File: config.mk
export PLATFORM = sky130hd
export DESIGN_NAME = exu_operand_fetch_flat
export DESIGN_NICKNAME = d
export VERILOG_FILES = /design/src/rtl/exu_pkg.sv /design/src/rtl/exu_operand_fetch_if.sv /design/src/rtl/exu_scoreboard.sv /design/src/rtl/exu_operand_fetch.sv /design/src/flat_wrapper.sv
export SDC_FILE = /design/constraint.sdc
export NUM_CORES = 1
export LEC_CHECK = 0
export ABC_AREA = 1
export BUFFER_PORTS_ARGS = -buffer_cell sky130_fd_sc_hd__buf_4
export CORE_AREA = 2 2 214 216
export DETAILED_ROUTE_END_ITERATION = 10
export DIE_AREA = 0 0 216 218
export HOLD_SLACK_MARGIN = 0.03
export MAX_ROUTING_LAYER = met4
export PLACE_DENSITY_LB_ADDON = 0.12
export SLEW_MARGIN = 20
export SYNTH_ARGS = -nofsm -noshare
export SYNTH_HDL_FRONTEND = slang
export SYNTH_SLANG_ARGS = --single-unit
File: constraint.sdc
create_clock -name clk -period 6.25 [get_ports clk]
set_clock_uncertainty 0.05 [all_clocks]
set_input_delay 0.9375 -clock clk [delete_from_list [all_inputs] [get_ports clk]]
set_output_delay 0.9375 -clock clk [all_outputs]
set_load 0.02 [all_outputs]
File: src/rtl/exu_pkg.sv
// Shared definitions for the execution-unit operand-fetch slice: widths and
// the op record that travels alongside the operands from decode to the ALU.
package exu_pkg;

    localparam int XLEN = 64;
    localparam int NREG = 32;
    localparam int AW   = $clog2(NREG);
    localparam int OPW  = 8;

    // Fields that ride through the stage untouched
    typedef struct packed {
        logic [OPW-1:0]  op;
        logic [AW-1:0]   rd;
        logic            rd_en;
        logic [XLEN-1:0] imm;
    } exu_op_t;

endpackage

File: src/rtl/exu_operand_fetch_if.sv
// Bus bundle around the operand-fetch stage: decode input, register file
// read ports, writeback bus and the ALU output.
//
// Handshakes (in_* and out_*): a transfer happens on a rising clk edge where
// valid and ready are both 1. A producer holding valid=1 keeps its payload
// stable until the transfer; ready may depend combinationally on the inputs.
// wb_* has no ready: a writeback is taken in every cycle wb_valid is 1.
interface exu_operand_fetch_if;
    import exu_pkg::*;

    logic            in_valid;
    logic            in_ready;
    logic [OPW-1:0]  in_op;
    logic [AW-1:0]   in_rs1;
    logic [AW-1:0]   in_rs2;
    logic            in_use1;
    logic            in_use2;
    logic [AW-1:0]   in_rd;
    logic            in_rd_en;
    logic [XLEN-1:0] in_imm;

    logic [AW-1:0]   rf_raddr1;
    logic [AW-1:0]   rf_raddr2;
    logic [XLEN-1:0] rf_rdata1;
    logic [XLEN-1:0] rf_rdata2;

    logic            wb_valid;
    logic [AW-1:0]   wb_addr;
    logic [XLEN-1:0] wb_data;

    logic            out_valid;
    logic            out_ready;
    logic [OPW-1:0]  out_op;
    logic [XLEN-1:0] out_imm;
    logic [AW-1:0]   out_rd;
    logic            out_rd_en;
    logic [XLEN-1:0] out_a;
    logic [XLEN-1:0] out_b;

    // Decode / register file / writeback / ALU side
    modport master (
        output in_valid, in_op, in_rs1, in_rs2, in_use1, in_use2, in_rd, in_rd_en, in_imm,
        input  in_ready,
        input  rf_raddr1, rf_raddr2,
        output rf_rdata1, rf_rdata2,
        output wb_valid, wb_addr, wb_data,
        input  out_valid, out_op, out_imm, out_rd, out_rd_en, out_a, out_b,
        output out_ready
    );

    // Operand-fetch stage side
    modport slave (
        input  in_valid, in_op, in_rs1, in_rs2, in_use1, in_use2, in_rd, in_rd_en, in_imm,
        output in_ready,
        output rf_raddr1, rf_raddr2,
        input  rf_rdata1, rf_rdata2,
        input  wb_valid, wb_addr, wb_data,
        output out_valid, out_op, out_imm, out_rd, out_rd_en, out_a, out_b,
        input  out_ready
    );

endinterface

File: src/rtl/exu_scoreboard.sv
// Per-register pending-write tracker. A register is busy from the cycle its
// writer is accepted until its writeback; r0 is never busy.
module exu_scoreboard
    import exu_pkg::*;
(
    input  logic            clk,
    input  logic            rst_n,
    input  logic            set_en,
    input  logic [AW-1:0]   set_addr,
    input  logic            clr_en,
    input  logic [AW-1:0]   clr_addr,
    input  logic [AW-1:0]   rd_addr1,
    input  logic [AW-1:0]   rd_addr2,
    input  logic [AW-1:0]   dst_addr,
    output logic            busy1,
    output logic            busy2,
    output logic            busy_dst,
    output logic [NREG-1:0] busy_vec
);

    logic [NREG-1:0] busy_q;
    logic [NREG-1:0] busy_d;

    // Next busy vector: clear first so a same-cycle new writer wins
    always_comb begin
        busy_d = busy_q;
        if (clr_en && clr_addr != '0) begin
            busy_d[clr_addr] = 1'b0;
        end
        if (set_en && set_addr != '0) begin
            busy_d[set_addr] = 1'b1;
        end
        busy_d[0] = 1'b0;
    end

    // Busy vector register
    always_ff @(posedge clk) begin
        if (!rst_n) begin
            busy_q <= '0;
        end else begin
            busy_q <= busy_d;
        end
    end

    assign busy1    = busy_q[rd_addr1];
    assign busy2    = busy_q[rd_addr2];
    assign busy_dst = busy_q[dst_addr];
    assign busy_vec = busy_q;

endmodule

File: src/rtl/exu_operand_fetch.sv
// Operand-fetch stage: decode op accepted into s1 while the register file is
// read, operands resolved in s1 (zero / bypass / register data), then handed
// to the ALU from the out registers. Accept at N gives out_valid at N+2.
module exu_operand_fetch
    import exu_pkg::*;
(
    input  logic              clk,
    input  logic              rst_n,
    exu_operand_fetch_if.slave bus,
    output logic [NREG-1:0]   dbg_busy
);

    // s1 stage state
    logic            s1_valid_q, s1_valid_d;
    exu_op_t         s1_op_q,    s1_op_d;
    logic            s1_use1_q,  s1_use1_d;
    logic            s1_use2_q,  s1_use2_d;
    logic            s1_byp1_q,  s1_byp1_d;
    logic            s1_byp2_q,  s1_byp2_d;
    logic [XLEN-1:0] s1_bdat1_q, s1_bdat1_d;
    logic [XLEN-1:0] s1_bdat2_q, s1_bdat2_d;

    // out stage state
    logic            out_valid_q, out_valid_d;
    exu_op_t         out_op_q,    out_op_d;
    logic [XLEN-1:0] out_a_q,     out_a_d;
    logic [XLEN-1:0] out_b_q,     out_b_d;

    logic            busy1, busy2, busy_dst;
    logic            wb_hit1, wb_hit2, wb_hitd;
    logic            haz1, haz2, hazd;
    logic            out_free;
    logic            in_ready;
    logic            accept;
    logic [XLEN-1:0] op_a, op_b;

    exu_scoreboard u_scoreboard (
        .clk      (clk),
        .rst_n    (rst_n),
        .set_en   (accept && bus.in_rd_en),
        .set_addr (bus.in_rd),
        .clr_en   (bus.wb_valid),
        .clr_addr (bus.wb_addr),
        .rd_addr1 (bus.in_rs1),
        .rd_addr2 (bus.in_rs2),
        .dst_addr (bus.in_rd),
        .busy1    (busy1),
        .busy2    (busy2),
        .busy_dst (busy_dst),
        .busy_vec (dbg_busy)
    );

    // Read addresses follow the decode fields every cycle
    assign bus.rf_raddr1 = bus.in_use1 ? bus.in_rs1 : '0;
    assign bus.rf_raddr2 = bus.in_use2 ? bus.in_rs2 : '0;

    // Hazards against pending writers, forgiven when the writeback lands now
    always_comb begin
        wb_hit1  = bus.wb_valid && (bus.wb_addr == bus.in_rs1);
        wb_hit2  = bus.wb_valid && (bus.wb_addr == bus.in_rs2);
        wb_hitd  = bus.wb_valid && (bus.wb_addr == bus.in_rd);
        haz1     = bus.in_use1  && (bus.in_rs1 != '0) && busy1    && !wb_hit1;
        haz2     = bus.in_use2  && (bus.in_rs2 != '0) && busy2    && !wb_hit2;
        hazd     = bus.in_rd_en && (bus.in_rd  != '0) && busy_dst && !wb_hitd;
        out_free = !out_valid_q || bus.out_ready;
        in_ready = !haz1 && !haz2 && !hazd && (!s1_valid_q || out_free);
        accept   = bus.in_valid && in_ready;
    end

    assign bus.in_ready = in_ready;

    // Operand resolution for the op sitting in s1
    always_comb begin
        op_a = !s1_use1_q ? '0 : (s1_byp1_q ? s1_bdat1_q : bus.rf_rdata1);
        op_b = !s1_use2_q ? '0 : (s1_byp2_q ? s1_bdat2_q : bus.rf_rdata2);
    end

    // s1 next state: load on accept, or freeze resolved operands when blocked
    always_comb begin
        s1_valid_d = s1_valid_q;
        s1_op_d    = s1_op_q;
        s1_use1_d  = s1_use1_q;
        s1_use2_d  = s1_use2_q;
        s1_byp1_d  = s1_byp1_q;
        s1_byp2_d  = s1_byp2_q;
        s1_bdat1_d = s1_bdat1_q;
        s1_bdat2_d = s1_bdat2_q;
        if (s1_valid_q && !out_free) begin
            // Register read data is only valid this cycle; keep it as bypass data
            s1_byp1_d  = 1'b1;
            s1_byp2_d  = 1'b1;
            s1_bdat1_d = op_a;
            s1_bdat2_d = op_b;
        end else begin
            s1_valid_d = accept;
            if (accept) begin
                s1_op_d.op    = bus.in_op;
                s1_op_d.rd    = bus.in_rd;
                s1_op_d.rd_en = bus.in_rd_en;
                s1_op_d.imm   = bus.in_imm;
                s1_use1_d     = bus.in_use1;
                s1_use2_d     = bus.in_use2;
                s1_byp1_d     = bus.in_use1 && (bus.in_rs1 != '0) && wb_hit1;
                s1_byp2_d     = bus.in_use2 && (bus.in_rs2 != '0) && wb_hit2;
                s1_bdat1_d    = bus.wb_data;
                s1_bdat2_d    = bus.wb_data;
            end
        end
    end

    // out next state: refill from s1 when free, otherwise drop on consume
    always_comb begin
        out_valid_d = out_valid_q;
        out_op_d    = out_op_q;
        out_a_d     = out_a_q;
        out_b_d     = out_b_q;
        if (s1_valid_q && out_free) begin
            out_valid_d = 1'b1;
            out_op_d    = s1_op_q;
            out_a_d     = op_a;
            out_b_d     = op_b;
        end else if (bus.out_ready) begin
            out_valid_d = 1'b0;
        end
    end

    // s1 registers
    always_ff @(posedge clk) begin
        if (!rst_n) begin
            s1_valid_q <= 1'b0;
            s1_op_q    <= '0;
            s1_use1_q  <= 1'b0;
            s1_use2_q  <= 1'b0;
            s1_byp1_q  <= 1'b0;
            s1_byp2_q  <= 1'b0;
            s1_bdat1_q <= '0;
            s1_bdat2_q <= '0;
        end else begin
            s1_valid_q <= s1_valid_d;
            s1_op_q    <= s1_op_d;
            s1_use1_q  <= s1_use1_d;
            s1_use2_q  <= s1_use2_d;
            s1_byp1_q  <= s1_byp1_d;
            s1_byp2_q  <= s1_byp2_d;
            s1_bdat1_q <= s1_bdat1_d;
            s1_bdat2_q <= s1_bdat2_d;
        end
    end

    // out registers
    always_ff @(posedge clk) begin
        if (!rst_n) begin
            out_valid_q <= 1'b0;
            out_op_q    <= '0;
            out_a_q     <= '0;
            out_b_q     <= '0;
        end else begin
            out_valid_q <= out_valid_d;
            out_op_q    <= out_op_d;
            out_a_q     <= out_a_d;
            out_b_q     <= out_b_d;
        end
    end

    assign bus.out_valid = out_valid_q;
    assign bus.out_op    = out_op_q.op;
    assign bus.out_imm   = out_op_q.imm;
    assign bus.out_rd    = out_op_q.rd;
    assign bus.out_rd_en = out_op_q.rd_en;
    assign bus.out_a     = out_a_q;
    assign bus.out_b     = out_b_q;

endmodule
File: src/flat_wrapper.sv
// flat-port wrapper written by rule: the top's interface ports become plain ports
module exu_operand_fetch_flat import exu_pkg::*;
  (clk, rst_n, dbg_busy, bus_in_valid, bus_in_op, bus_in_rs1, bus_in_rs2, bus_in_use1, bus_in_use2, bus_in_rd, bus_in_rd_en, bus_in_imm, bus_in_ready, bus_rf_raddr1, bus_rf_raddr2, bus_rf_rdata1, bus_rf_rdata2, bus_wb_valid, bus_wb_addr, bus_wb_data, bus_out_valid, bus_out_op, bus_out_imm, bus_out_rd, bus_out_rd_en, bus_out_a, bus_out_b, bus_out_ready);
  exu_operand_fetch_if bus_i ();
  input  logic clk;
  input  logic rst_n;
  output logic [NREG-1:0] dbg_busy;
  input wire logic [$bits(bus_i.in_valid)-1:0] bus_in_valid;
  input wire logic [$bits(bus_i.in_op)-1:0] bus_in_op;
  input wire logic [$bits(bus_i.in_rs1)-1:0] bus_in_rs1;
  input wire logic [$bits(bus_i.in_rs2)-1:0] bus_in_rs2;
  input wire logic [$bits(bus_i.in_use1)-1:0] bus_in_use1;
  input wire logic [$bits(bus_i.in_use2)-1:0] bus_in_use2;
  input wire logic [$bits(bus_i.in_rd)-1:0] bus_in_rd;
  input wire logic [$bits(bus_i.in_rd_en)-1:0] bus_in_rd_en;
  input wire logic [$bits(bus_i.in_imm)-1:0] bus_in_imm;
  output wire logic [$bits(bus_i.in_ready)-1:0] bus_in_ready;
  output wire logic [$bits(bus_i.rf_raddr1)-1:0] bus_rf_raddr1;
  output wire logic [$bits(bus_i.rf_raddr2)-1:0] bus_rf_raddr2;
  input wire logic [$bits(bus_i.rf_rdata1)-1:0] bus_rf_rdata1;
  input wire logic [$bits(bus_i.rf_rdata2)-1:0] bus_rf_rdata2;
  input wire logic [$bits(bus_i.wb_valid)-1:0] bus_wb_valid;
  input wire logic [$bits(bus_i.wb_addr)-1:0] bus_wb_addr;
  input wire logic [$bits(bus_i.wb_data)-1:0] bus_wb_data;
  output wire logic [$bits(bus_i.out_valid)-1:0] bus_out_valid;
  output wire logic [$bits(bus_i.out_op)-1:0] bus_out_op;
  output wire logic [$bits(bus_i.out_imm)-1:0] bus_out_imm;
  output wire logic [$bits(bus_i.out_rd)-1:0] bus_out_rd;
  output wire logic [$bits(bus_i.out_rd_en)-1:0] bus_out_rd_en;
  output wire logic [$bits(bus_i.out_a)-1:0] bus_out_a;
  output wire logic [$bits(bus_i.out_b)-1:0] bus_out_b;
  input wire logic [$bits(bus_i.out_ready)-1:0] bus_out_ready;
  assign bus_i.in_valid = bus_in_valid;
  assign bus_i.in_op = bus_in_op;
  assign bus_i.in_rs1 = bus_in_rs1;
  assign bus_i.in_rs2 = bus_in_rs2;
  assign bus_i.in_use1 = bus_in_use1;
  assign bus_i.in_use2 = bus_in_use2;
  assign bus_i.in_rd = bus_in_rd;
  assign bus_i.in_rd_en = bus_in_rd_en;
  assign bus_i.in_imm = bus_in_imm;
  assign bus_in_ready = bus_i.in_ready;
  assign bus_rf_raddr1 = bus_i.rf_raddr1;
  assign bus_rf_raddr2 = bus_i.rf_raddr2;
  assign bus_i.rf_rdata1 = bus_rf_rdata1;
  assign bus_i.rf_rdata2 = bus_rf_rdata2;
  assign bus_i.wb_valid = bus_wb_valid;
  assign bus_i.wb_addr = bus_wb_addr;
  assign bus_i.wb_data = bus_wb_data;
  assign bus_out_valid = bus_i.out_valid;
  assign bus_out_op = bus_i.out_op;
  assign bus_out_imm = bus_i.out_imm;
  assign bus_out_rd = bus_i.out_rd;
  assign bus_out_rd_en = bus_i.out_rd_en;
  assign bus_out_a = bus_i.out_a;
  assign bus_out_b = bus_i.out_b;
  assign bus_i.out_ready = bus_out_ready;
  exu_operand_fetch u_core (.clk(clk), .rst_n(rst_n), .bus(bus_i), .dbg_busy(dbg_busy));
endmodule
==> results of run 1 <==
-- path summary, 6_finish.rpt --
kind / start / endpoint / slack [ns] / depth (start not counted)
max: bus_out_ready / u_core.s1_bdat1_q[9] / 2.34 / 11
max reg2reg: u_core.s1_valid_q / u_core.s1_bdat1_q[9] / 2.44 / 9
min reg2reg: u_core.s1_op_q[66] / u_core.bus.out_rd[1] / 0.38 / 2
min: u_core.s1_op_q[66] / u_core.bus.out_rd[1] / 0.38 / 2
-- power groups by stage --
stage                     Sequential (mW)  Clock, mW  Combinational [mW]
after global placement               3.24          0                1.13
after global routing                 3.21       3.34                1.26
after detailed placement             3.24          0                1.14
after floorplan                      3.34          0               0.535
final                                3.19       3.18                1.15
after CTS                            3.19       3.22                1.15
-- per-stage QoR --
| stage | power [mW] | setup slack [ns] | utilization | std cells | hold slack, ns |
|---|---|---|---|---|---|
| final | 7.52 | 2.34 | 0.574 | 3983 | 0.382 |
| after global routing | 7.80 | 2.00 | 0.574 | 3983 | 0.389 |
| after CTS | 7.55 | 2.40 | 0.573 | 3971 | 0.378 |
| after detailed placement | 4.39 | 1.78 | 0.533 | 3881 | 0.394 |
| after global placement | 4.37 | 1.89 | 0.533 | 3881 | 0.389 |
| after floorplan | 3.88 | 3.25 | - | 2941 | 0.380 |
-- cell type report --
class | count | area share
Clock buffer | 70 | 0.0557
Multi-Input combinational cell | 2007 | 0.348
Inverter | 265 | 0.0395
Clock inverter | 20 | 0.0135
Timing Repair Buffer | 560 | 0.163
Sequential cell | 449 | 0.349
Tap cell | 600 | 0.0292
Antenna cell | 12 | 0.00117
-- metal layers --
| metal | track usage | up-vias | share of wire |
|---|---|---|---|
| met3 | 0.0809 | 123 | 0.093 |
| li1 | - | 10400 | - |
| met1 | 0.387 | 9875 | 0.41 |
| met2 | 0.490 | 870 | 0.46 |
| met5 | - | - | 0 |
| met4 | 0.121 | 0 | 0.035 |
-- registers in the layout, indices dropped and copies added (netlist names), 5 cells and up --
name and count:
u_core.s1_op_q 78, u_core.bus.out_a 64, u_core.bus.out_b 64, u_core.bus.out_imm 64, u_core.s1_bdat1_q 64, u_core.s1_bdat2_q 64, u_core.u_scoreboard.busy_vec 31, u_core.bus.out_op 8
u_core.bus.out_rd 5
-- kinds of logic after synthesis --
| family | synth area share |
|---|---|
| and+or+nand+nor | 0.201 |
| AOI/OAI and AO/OA | 0.249 |
| buffers and inverters | 0.0978 |
| DFF | 0.452 |
| xor gates and xnor gates | 0.000441 |
| other | 0.000189 |
-- cell usage after synthesis --
cell	n	share of area
sky130_fd_sc_hd__nor2_1	355	0.067
sky130_fd_sc_hd__conb_1	1	0.00019
sky130_fd_sc_hd__a21oi_2	1	0.00044
sky130_fd_sc_hd__dfxtp_1	449	0.45
sky130_fd_sc_hd__buf_6	8	0.0045
sky130_fd_sc_hd__buf_2	30	0.0076
sky130_fd_sc_hd__nand4_1	1	0.00031
sky130_fd_sc_hd__o21ai_0	551	0.14
sky130_fd_sc_hd__clkbuf_1	162	0.031
sky130_fd_sc_hd__xor2_1	1	0.00044
sky130_fd_sc_hd__a21oi_1	425	0.11
sky130_fd_sc_hd__nand3_1	115	0.029
sky130_fd_sc_hd__nor3_1	11	0.0028
sky130_fd_sc_hd__inv_1	256	0.048
sky130_fd_sc_hd__nand2_1	538	0.10
sky130_fd_sc_hd__buf_4	7	0.0026
sky130_fd_sc_hd__inv_2	7	0.0013
sky130_fd_sc_hd__o211ai_1	2	0.00076
sky130_fd_sc_hd__clkinv_1	2	0.00038
sky130_fd_sc_hd__o22ai_1	6	0.0019
sky130_fd_sc_hd__buf_1	13	0.0025
-- worst max-delay path, stage by stage --
cell and delay, ns:
sky130_fd_sc_hd__buf_4 0.08, sky130_fd_sc_hd__inv_1 0.03, sky130_fd_sc_hd__nand2_1 0.10, sky130_fd_sc_hd__nor2_2 0.04, sky130_fd_sc_hd__buf_4 0.23, sky130_fd_sc_hd__inv_4 0.69, sky130_fd_sc_hd__nand2_4 0.61, sky130_fd_sc_hd__inv_4 0.83
sky130_fd_sc_hd__buf_4 0.47, sky130_fd_sc_hd__nand2_1 0.10, sky130_fd_sc_hd__a21oi_1 0.15
==> impl_metrics.tcl, run 1 <==
set metrics [dict create \
    power.share.clock 0.423 \
    layout_common_cells "sky130_fd_sc_hd__buf_4 (559), sky130_fd_sc_hd__o21ai_0 (551), sky130_fd_sc_hd__nand2_1 (537), sky130_fd_sc_hd__dfxtp_1 (445), sky130_fd_sc_hd__a21oi_1 (425)" \
    finalInstanceArea_sq_mm 0.0257 \
    global_route_wire_length_before_repair_um 113000 \
    total_setup_violations_reported_at_the_end_of_the_flow 0 \
    layout_commonest_cell "sky130_fd_sc_hd__buf_4" \
    final_max_slew_viol_count 0 \
    vias_per_cell 5.33 \
    final_antenna_net_count 0 \
    cts.hold.buffers_added 0 \
    rsz_0062_raised_after_global_routing "no" \
    net_switching_power_mw 2.08 \
    cts.repair.resized 0 \
    critPathCaptureType "register" \
    cts.reportedPaths.clkPinSlew_ns 0.06 \
    switching_share 0.276 \
    critPathLaunchType "input pin" \
    wire_per_inst_um 18.8 \
    cp_data_required_time_ns 6.72 \
    cap_violations 0 \
    cts_inserted_buffers 49 \
    synth-warning-count 0 \
    fin_crit_ns 3.91 \
    clock_tree_from_tritoncts "yes" \
    cell_internal_pwr_mw 5.44 \
    power.combinational.fraction 0.153 \
    buffer_ports.inserted 540 \
    postPlaceCellArea_sq_mm 0.0239 \
    gr-usage-all-layers 0.313 \
    post_route_clock_period_utilization 0.625 \
    drive_gt1_frac 0.195 \
    worst-path-max-fanout 94 \
    multi_input_comb_area_sq_mm 0.00896 \
    finish.net_count 3624 \
    cts_max_path_buffers 3 \
    postRouteWirelength_um 74900 \
    floorplan.die.height_um 218 \
    clockRootBuffer "sky130_fd_sc_hd__clkbuf_16" \
    synthCells 2941 \
    via_count_of_the_first_global_routing_pass 19800 \
    areaGrowthSynthToFinish_pct 29.5 \
    hold_path_class "reg2reg" \
    yosys_register_bits 449 \
    grt_start_max_net_pins 233 \
    initial_core_util 0.443 \
    cellLeakagePower_nw 11.6 \
    yosysSeqAreaShare 0.452 \
    remaining_global_route_overflow 0 \
    run_status "finished clean" \
    maxClockFrequency_mhz 256 \
    cts_post_setup_buffers_inserted 0 \
    drt_first_pass_iters 6 \
    filler_cell_count 4403 \
    initial_antenna_violation_count 12 \
    synth.net_count 3233 \
    detailedRoute.firstIterationViolations 1852 \
    die_width_um 216 \
    core.rowCount 78 \
    core_area_sq_mm 0.0449 \
    syn-cell-area_sq_mm 0.0199 \
    top_level_pins 542 \
    route.vias.total 21200 \
    detailedPlacementHpwl_um 51100 \
    count_of_distinct_cell_types_in_the_synthesized_netlist 21 \
    register_area_sq_mm 0.00899 \
    number_of_remaining_drc_errors 0 \
    synth_area_per_cell_sq_um 6.76 \
    die_area_sq_mm 0.0471 \
    vdd_ir_drop_max_v 0.000219 \
    worst-setup-path-type "in2reg" \
    seqPwrFrac 0.424 \
    gp_congestion 0.923 \
    clk_latency_ns 0.61 \
    crit_arrival_ns 4.38 \
    cts.sinks 449 \
    pin_slew_with_the_least_headroom_to_its_limit_ns 0.938 \
    report.final.hold_viol_count 0 \
    powerDensity_mw_per_mm2 292 \
    htreeDepth 2 \
    timing.max_slew.rel_slack 0.373 \
    totalNegativeSetupSlack_ns 0 \
]
No activity file was read; power rests on OpenSTA's default activity.
==> run 2, diff against run 1 <==
--- a/config.mk
+++ b/config.mk
@@ -7,9 +7,9 @@
 export LEC_CHECK = 0
 export ABC_AREA = 1
 export BUFFER_PORTS_ARGS = -buffer_cell sky130_fd_sc_hd__buf_4
-export CORE_AREA = 2 2 214 216
+export CORE_AREA = 2 2 213 215
 export DETAILED_ROUTE_END_ITERATION = 10
-export DIE_AREA = 0 0 216 218
+export DIE_AREA = 0 0 215 217
 export HOLD_SLACK_MARGIN = 0.03
 export MAX_ROUTING_LAYER = met4
 export PLACE_DENSITY_LB_ADDON = 0.12
==> constraint.sdc (replaced) <==
create_clock -name clk -period 3.3 [get_ports clk]
set_clock_uncertainty 0.05 [all_clocks]
set_input_delay 0.495 -clock clk [delete_from_list [all_inputs] [get_ports clk]]
set_output_delay 0.495 -clock clk [all_outputs]
set_load 0.02 [all_outputs]
==> run 2 against run 1 <==
Via count hardly changed. Sequential power up 90%. Final area increased by 0.69%. Clock-buffer cell count up 1. Register-to-register slack got worse by 1.6 ns. Clock power rose by 81%. Wire length fell by 1.4%.
==> impl_metrics.tcl, run 2 (synthesis gave the netlist of run 1 again) <==
set metrics [dict create \
    rsz_0062_raised_after_global_routing "no" \
    gp_congestion 0.914 \
    placement.setup.worst_slack_ns 0.378 \
    pin_slew_with_the_least_headroom_to_its_limit_ns 0.919 \
    max_flop_register "u_core.s1_op_q" \
    vias_per_cell 5.30 \
    run_status "finished clean" \
    cts.sinks 449 \
    critical_path.max_stage_delay_ns 0.42 \
    buffer_ports.inserted 540 \
    crit_arrival_ns 2.16 \
    cts.repair.resized 0 \
    layout_common_cells "sky130_fd_sc_hd__buf_4 (565), sky130_fd_sc_hd__o21ai_0 (551), sky130_fd_sc_hd__nand2_1 (537), sky130_fd_sc_hd__dfxtp_1 (445), sky130_fd_sc_hd__a21oi_1 (425)" \
    core_area_sq_mm 0.0447 \
    worst-path-max-fanout 4 \
    floorplan.die.height_um 217 \
    reg2regPathDepth 16 \
    total_power_mw 14.0 \
    cap_violations 0 \
    grt.met2_usage 0.479 \
    gr-usage-all-layers 0.312 \
    die_area_sq_mm 0.0467 \
    initial_core_util 0.445 \
    post-route-worst-setup-slack_ns 0.598 \
    maxClockFrequency_mhz 370 \
    cts_inserted_buffers 49 \
    detailedPlacementHpwl_um 50400 \
    fin_crit_ns 2.70 \
    cp_common_cell "sky130_fd_sc_hd__nand2_1" \
    final_max_slew_viol_count 0 \
    crit_path_cell_trace "nand2_1 -> nand2_1 -> nand2_1 -> nand2_1 -> nand2_1 -> nand2_1 -> nor2_1 -> nand2_1 -> a21oi_2 -> nand3_1 -> inv_1 -> buf_4" \
    layout_commonest_cell "sky130_fd_sc_hd__buf_4" \
    critPathCaptureType "output port" \
    remaining_global_route_overflow 0 \
    top_level_pins 542 \
    via_count_of_the_first_global_routing_pass 19800 \
    vdd_ir_drop_max_v 0.000496 \
    core.rowCount 78 \
    clock_tree_from_tritoncts "yes" \
    htreeDepth 2 \
    cts.reportedPaths.clkPinSlew_ns 0.06 \
    critPathLaunchType "register" \
    global_route_wire_length_before_repair_um 113000 \
    global_route.peak_usage_layer "met2" \
    detailedRoute.firstIterationViolations 2033 \
    die_width_um 215 \
    route.vias.total 21200 \
    grt.met3_usage 0.0869 \
    finish.net_count 3641 \
    wire_per_inst_um 18.5 \
    cts_post_setup_buffers_inserted 0 \
    areaGrowthSynthToFinish_pct 30.4 \
    post_route_clock_period_utilization 0.819 \
    cellLeakagePower_nw 11.7 \
    drive_gt1_frac 0.199 \
    grt.met1_usage 0.391 \
    report.final.hold_viol_count 0 \
    clk_latency_ns 0.60 \
    powerDensity_mw_per_mm2 541 \
    critPathSlowestCell "sky130_fd_sc_hd__dfxtp_1" \
    totalNegativeSetupSlack_ns 0 \
    number_of_remaining_drc_errors 0 \
    min_delay_path_depth 3 \
    worst-setup-path-type "reg2out" \
    cts.hold.buffers_added 0 \
    grt_start_max_net_pins 211 \
    hold_path_class "in2reg" \
    largest_register_ffs 78 \
    clockRootBuffer "sky130_fd_sc_hd__clkbuf_16" \
    cts_max_path_buffers 3 \
    initial_antenna_violation_count 13 \
    total_setup_violations_reported_at_the_end_of_the_flow 0 \
    cp_data_required_time_ns 2.75 \
    timing.max_slew.rel_slack 0.386 \
    postRouteWirelength_um 73900 \
    drt_first_pass_iters 6 \
    final_antenna_net_count 0 \
]
[run 2: cell count changes in the layout (fill, tap and decap cells not counted), moves of 2 or more]
cell                        delta
sky130_fd_sc_hd__buf_12       +11
sky130_fd_sc_hd__buf_4         +6
sky130_fd_sc_hd__bufinv_16     -4
sky130_fd_sc_hd__clkbuf_8      +2
sky130_fd_sc_hd__clkinv_2      +2
[run 2: layer usage]
metal,share of wire,wire length [um],vias up
li1,-,-,10400
met1,0.41,30600,9809
met2,0.46,33900,895
met3,0.094,6920,132
met4,0.034,2530,0
met5,0,0,-
[run 2: through the flow]
step	instance area [sq um]	hold WS, ns	utilization	instances
2_1_floorplan	19900	0.380	-	2941
5_1_grt	25900	0.102	0.580	4000
3_5_place_dp	24200	0.394	0.541	3898
4_1_cts	25900	0.0904	0.579	3988
6_report	25900	0.122	0.580	4001
3_3_place_gp	24200	0.389	0.541	3898
[run 2: final cells by class]
class	instances	area [sq um]
antenna	13	32.5
clock inverter	19	246
clock buffer	71	1460
tap	600	751
multi-input combinational	2007	8960
timing repair buffer	577	4470
inverter	265	1010
fill	4355	18800
sequential	449	8990
[run 2: where the power goes]
group / switching (mW) / internal [mW]
clock: 2.36 / 3.40
sequential: 0.219 / 5.83
combinational: 1.36 / 0.851
[run 2: critical path, delay by kind of cell (launching register included)]
| family | cells | cell delay (ns) |
|---|---|---|
| compound gates | 1 | 0.17 |
| simple gates | 9 | 0.68 |
| buf+inv | 2 | 0.31 |
| flops | 1 | 0.42 |
[run 2: path summary, 6_finish.rpt]
kind	startpoint	end	slack (ns)
min reg2reg	u_core.s1_op_q[60]	u_core.bus.out_imm[60]	0.39
max	u_core.u_scoreboard.busy_vec[13]	bus_in_ready	0.60
max reg2reg	u_core.u_scoreboard.busy_vec[20]	u_core.s1_bdat1_q[31]	0.80
min	bus_in_imm[42]	u_core.s1_op_q[42]	0.12
==> run 3, diff against run 2 <==
==> constraint.sdc (replaced) <==
create_clock -name clk -period 2.15 [get_ports clk]
set_clock_uncertainty 0.05 [all_clocks]
set_input_delay 0.3225 -clock clk [delete_from_list [all_inputs] [get_ports clk]]
set_output_delay 0.3225 -clock clk [all_outputs]
set_load 0.02 [all_outputs]
==> run 3 against run 2 <==
First-iteration DRC count grew 10%. Global-route usage increased by 1.4 points. Utilization rose by 13 points. Total power grew 65%. The run now ends with setup timing left. Clock power is 48% higher. Critical endpoint unchanged. Highest routed layer unchanged. Clock-buffer cell count shrank 3.
==> impl_metrics.tcl, run 3 (synthesis gave the netlist of run 1 again) <==
set metrics [dict create \
    cts_max_path_buffers 3 \
    initial_antenna_violation_count 12 \
    floorplan.die.height_um 217 \
    number_of_remaining_drc_errors 0 \
    run_status "finished with violations" \
    gr-usage-all-layers 0.326 \
    hold_slack_ns 0.0842 \
    clockRootBuffer "sky130_fd_sc_hd__clkbuf_16" \
    powerDensity_mw_per_mm2 730 \
    via_count_of_the_first_global_routing_pass 21200 \
    cellLeakagePower_nw 14.1 \
    maxClockFrequency_mhz 413 \
    detailedRoute.firstIterationViolations 2240 \
    htreeDepth 2 \
    min_delay_worst_endpoint "u_core.bus.out_b[55]" \
    total_setup_violations_reported_at_the_end_of_the_flow 213 \
    remaining_global_route_overflow 0 \
    worst-path-max-fanout 3 \
    critPathLaunchType "register" \
    critPathCaptureType "output port" \
    worst-setup-path-type "reg2out" \
    grt_start_max_net_pins 162 \
    die_width_um 215 \
    core.rowCount 78 \
    cts_inserted_buffers 48 \
    clk_latency_ns 0.60 \
    route.vias.total 23500 \
    vdd_ir_drop_max_v 0.000631 \
    violated_checks "setup timing" \
    min_delay_path_depth 5 \
    rsz_0062_raised_after_global_routing "yes" \
    power.combinational.fraction 0.227 \
    wire_per_inst_um 20.6 \
    reg2reg_slack_ns -0.24 \
    gp_congestion 0.958 \
    initial_core_util 0.445 \
    report.final.hold_viol_count 0 \
    placement.setup.worst_slack_ns -0.316 \
    buffer_ports.inserted 540 \
    timing.max_slew.rel_slack 0.495 \
    core_area_sq_mm 0.0447 \
    layout_commonest_cell "sky130_fd_sc_hd__buf_4" \
    die_area_sq_mm 0.0467 \
    r2r-end "u_core.s1_bdat1_q[26]" \
    finish.net_count 3900 \
    cap_violations 0 \
    postRouteWirelength_um 87900 \
    final_core_util 0.707 \
    net_switching_power_mw 6.95 \
    post_route_clock_period_utilization 1.13 \
    top_level_pins 542 \
    post-route-worst-setup-slack_ns -0.271 \
    fin_crit_ns 2.42 \
    drt_first_pass_iters 6 \
    cts.reportedPaths.clkPinSlew_ns 0.06 \
    cp_data_required_time_ns 1.78 \
    final_max_slew_viol_count 0 \
    pin_slew_with_the_least_headroom_to_its_limit_ns 0.757 \
    detailedPlacementHpwl_um 53100 \
    seqPwrFrac 0.404 \
    final_antenna_net_count 0 \
    crit_arrival_ns 2.05 \
    switching_share 0.301 \
    areaGrowthSynthToFinish_pct 59.0 \
    clock_tree_from_tritoncts "yes" \
    cell_internal_pwr_mw 16.1 \
    postPlaceCellArea_sq_mm 0.0252 \
    largest_register_ffs 78 \
    reg2regPathDepth 16 \
    finalInstanceArea_sq_mm 0.0316 \
    total_power_mw 23.1 \
    global_route_wire_length_before_repair_um 118000 \
    hold_path_class "in2reg" \
    cts.sinks 449 \
    drive_gt1_frac 0.364 \
    hold_path.startpoint "bus_rf_rdata2[55]" \
    power.share.clock 0.370 \
    vias_per_cell 5.52 \
    layout_common_cells "sky130_fd_sc_hd__buf_4 (639), sky130_fd_sc_hd__o21ai_0 (486), sky130_fd_sc_hd__dfxtp_1 (419), sky130_fd_sc_hd__nand2_1 (377), sky130_fd_sc_hd__nor2_1 (353)" \
    regToRegStartpoint "u_core.u_scoreboard.busy_vec[5]" \
    max_flop_register "u_core.s1_op_q" \
]
[run 3: cell count changes in the layout (fill, tap and decap cells not counted), sizes merged]
cell         previous run  this run
buf                   577       726
dlygate4sd3             0        77
clkbuf                 71        98
clkinv                 15        18
bufinv                  4         3
inv                   265       266
nand2                 538       539
[run 3: timing repair]
item,4_1_cts,5_1_grt
hold endpoints to repair,88,2
pin swaps,5,152
endpoints found under the setup margin,228,242
gates cloned,3,50
buffers inserted,7,28
hold buffers,75,2
resized for setup,45,718
[run 3: final cells by class]
type,instances,area (sq um)
Fill cell,3551,13100
Antenna cell,13,32.5
Timing Repair inverter,3,62.6
Clock inverter,19,206
Sequential cell,449,9050
Timing Repair Buffer,833,7840
Clock buffer,68,1400
Multi-Input combinational cell,2008,11200
Inverter,265,1040
Tap cell,600,751
[run 3: per-layer routing]
layer  track usage  share of wire  vias up
met5             -              0        -
met4         0.114          0.042        0
met3        0.0879          0.093      234
met2         0.523           0.48     1198
met1         0.397           0.38    11100
li1              -              -    10900
[run 3: worst max path at each step]
stage / slack (ns) / to / startpoint
2_1_floorplan: 0.06 / u_core.s1_bdat2_q[44] / bus_wb_addr[3]
3_3_place_gp: -0.34 / u_core.s1_bdat2_q[14] / bus_in_rd[2]
3_5_place_dp: -0.32 / u_core.u_scoreboard.busy_vec[19] / bus_in_rd[0]
4_1_cts: -0.26 / bus_in_ready / u_core.u_scoreboard.busy_vec[18]
5_1_grt: -0.38 / bus_in_ready / u_core.u_scoreboard.busy_vec[14]
6_report: -0.27 / bus_in_ready / u_core.u_scoreboard.busy_vec[18]
[run 3: power by group through the flow]
stage | Sequential (mW) | Clock [mW] | Combinational [mW]
after CTS | 9.25 | 8.55 | 3.82
after floorplan | 9.71 | 0 | 1.56
after detailed placement | 9.42 | 0 | 3.58
final | 9.33 | 8.53 | 5.23
after global placement | 9.41 | 0 | 3.54
after global routing | 9.37 | 8.93 | 5.53
[run 3: metrics by stage]
step	setup TNS [ns]	cells
3_3_place_gp	-67.91	3997
3_5_place_dp	-57.28	3997
2_1_floorplan	0	2941
6_report	-26.27	4258
4_1_cts	-0.264	4169
5_1_grt	-60.81	4257
[run 3: critical path, stage by stage, from the launching register on]
cell and delay [ns]:
sky130_fd_sc_hd__dfxtp_4 0.36, sky130_fd_sc_hd__buf_6 0.12, sky130_fd_sc_hd__o211ai_1 0.17, sky130_fd_sc_hd__nand3_1 0.10
sky130_fd_sc_hd__nand3_1 0.10, sky130_fd_sc_hd__nand3_2 0.09, sky130_fd_sc_hd__nand3_4 0.12, sky130_fd_sc_hd__buf_6 0.10
sky130_fd_sc_hd__nand3_2 0.06, sky130_fd_sc_hd__inv_2 0.11, sky130_fd_sc_hd__buf_6 0.13
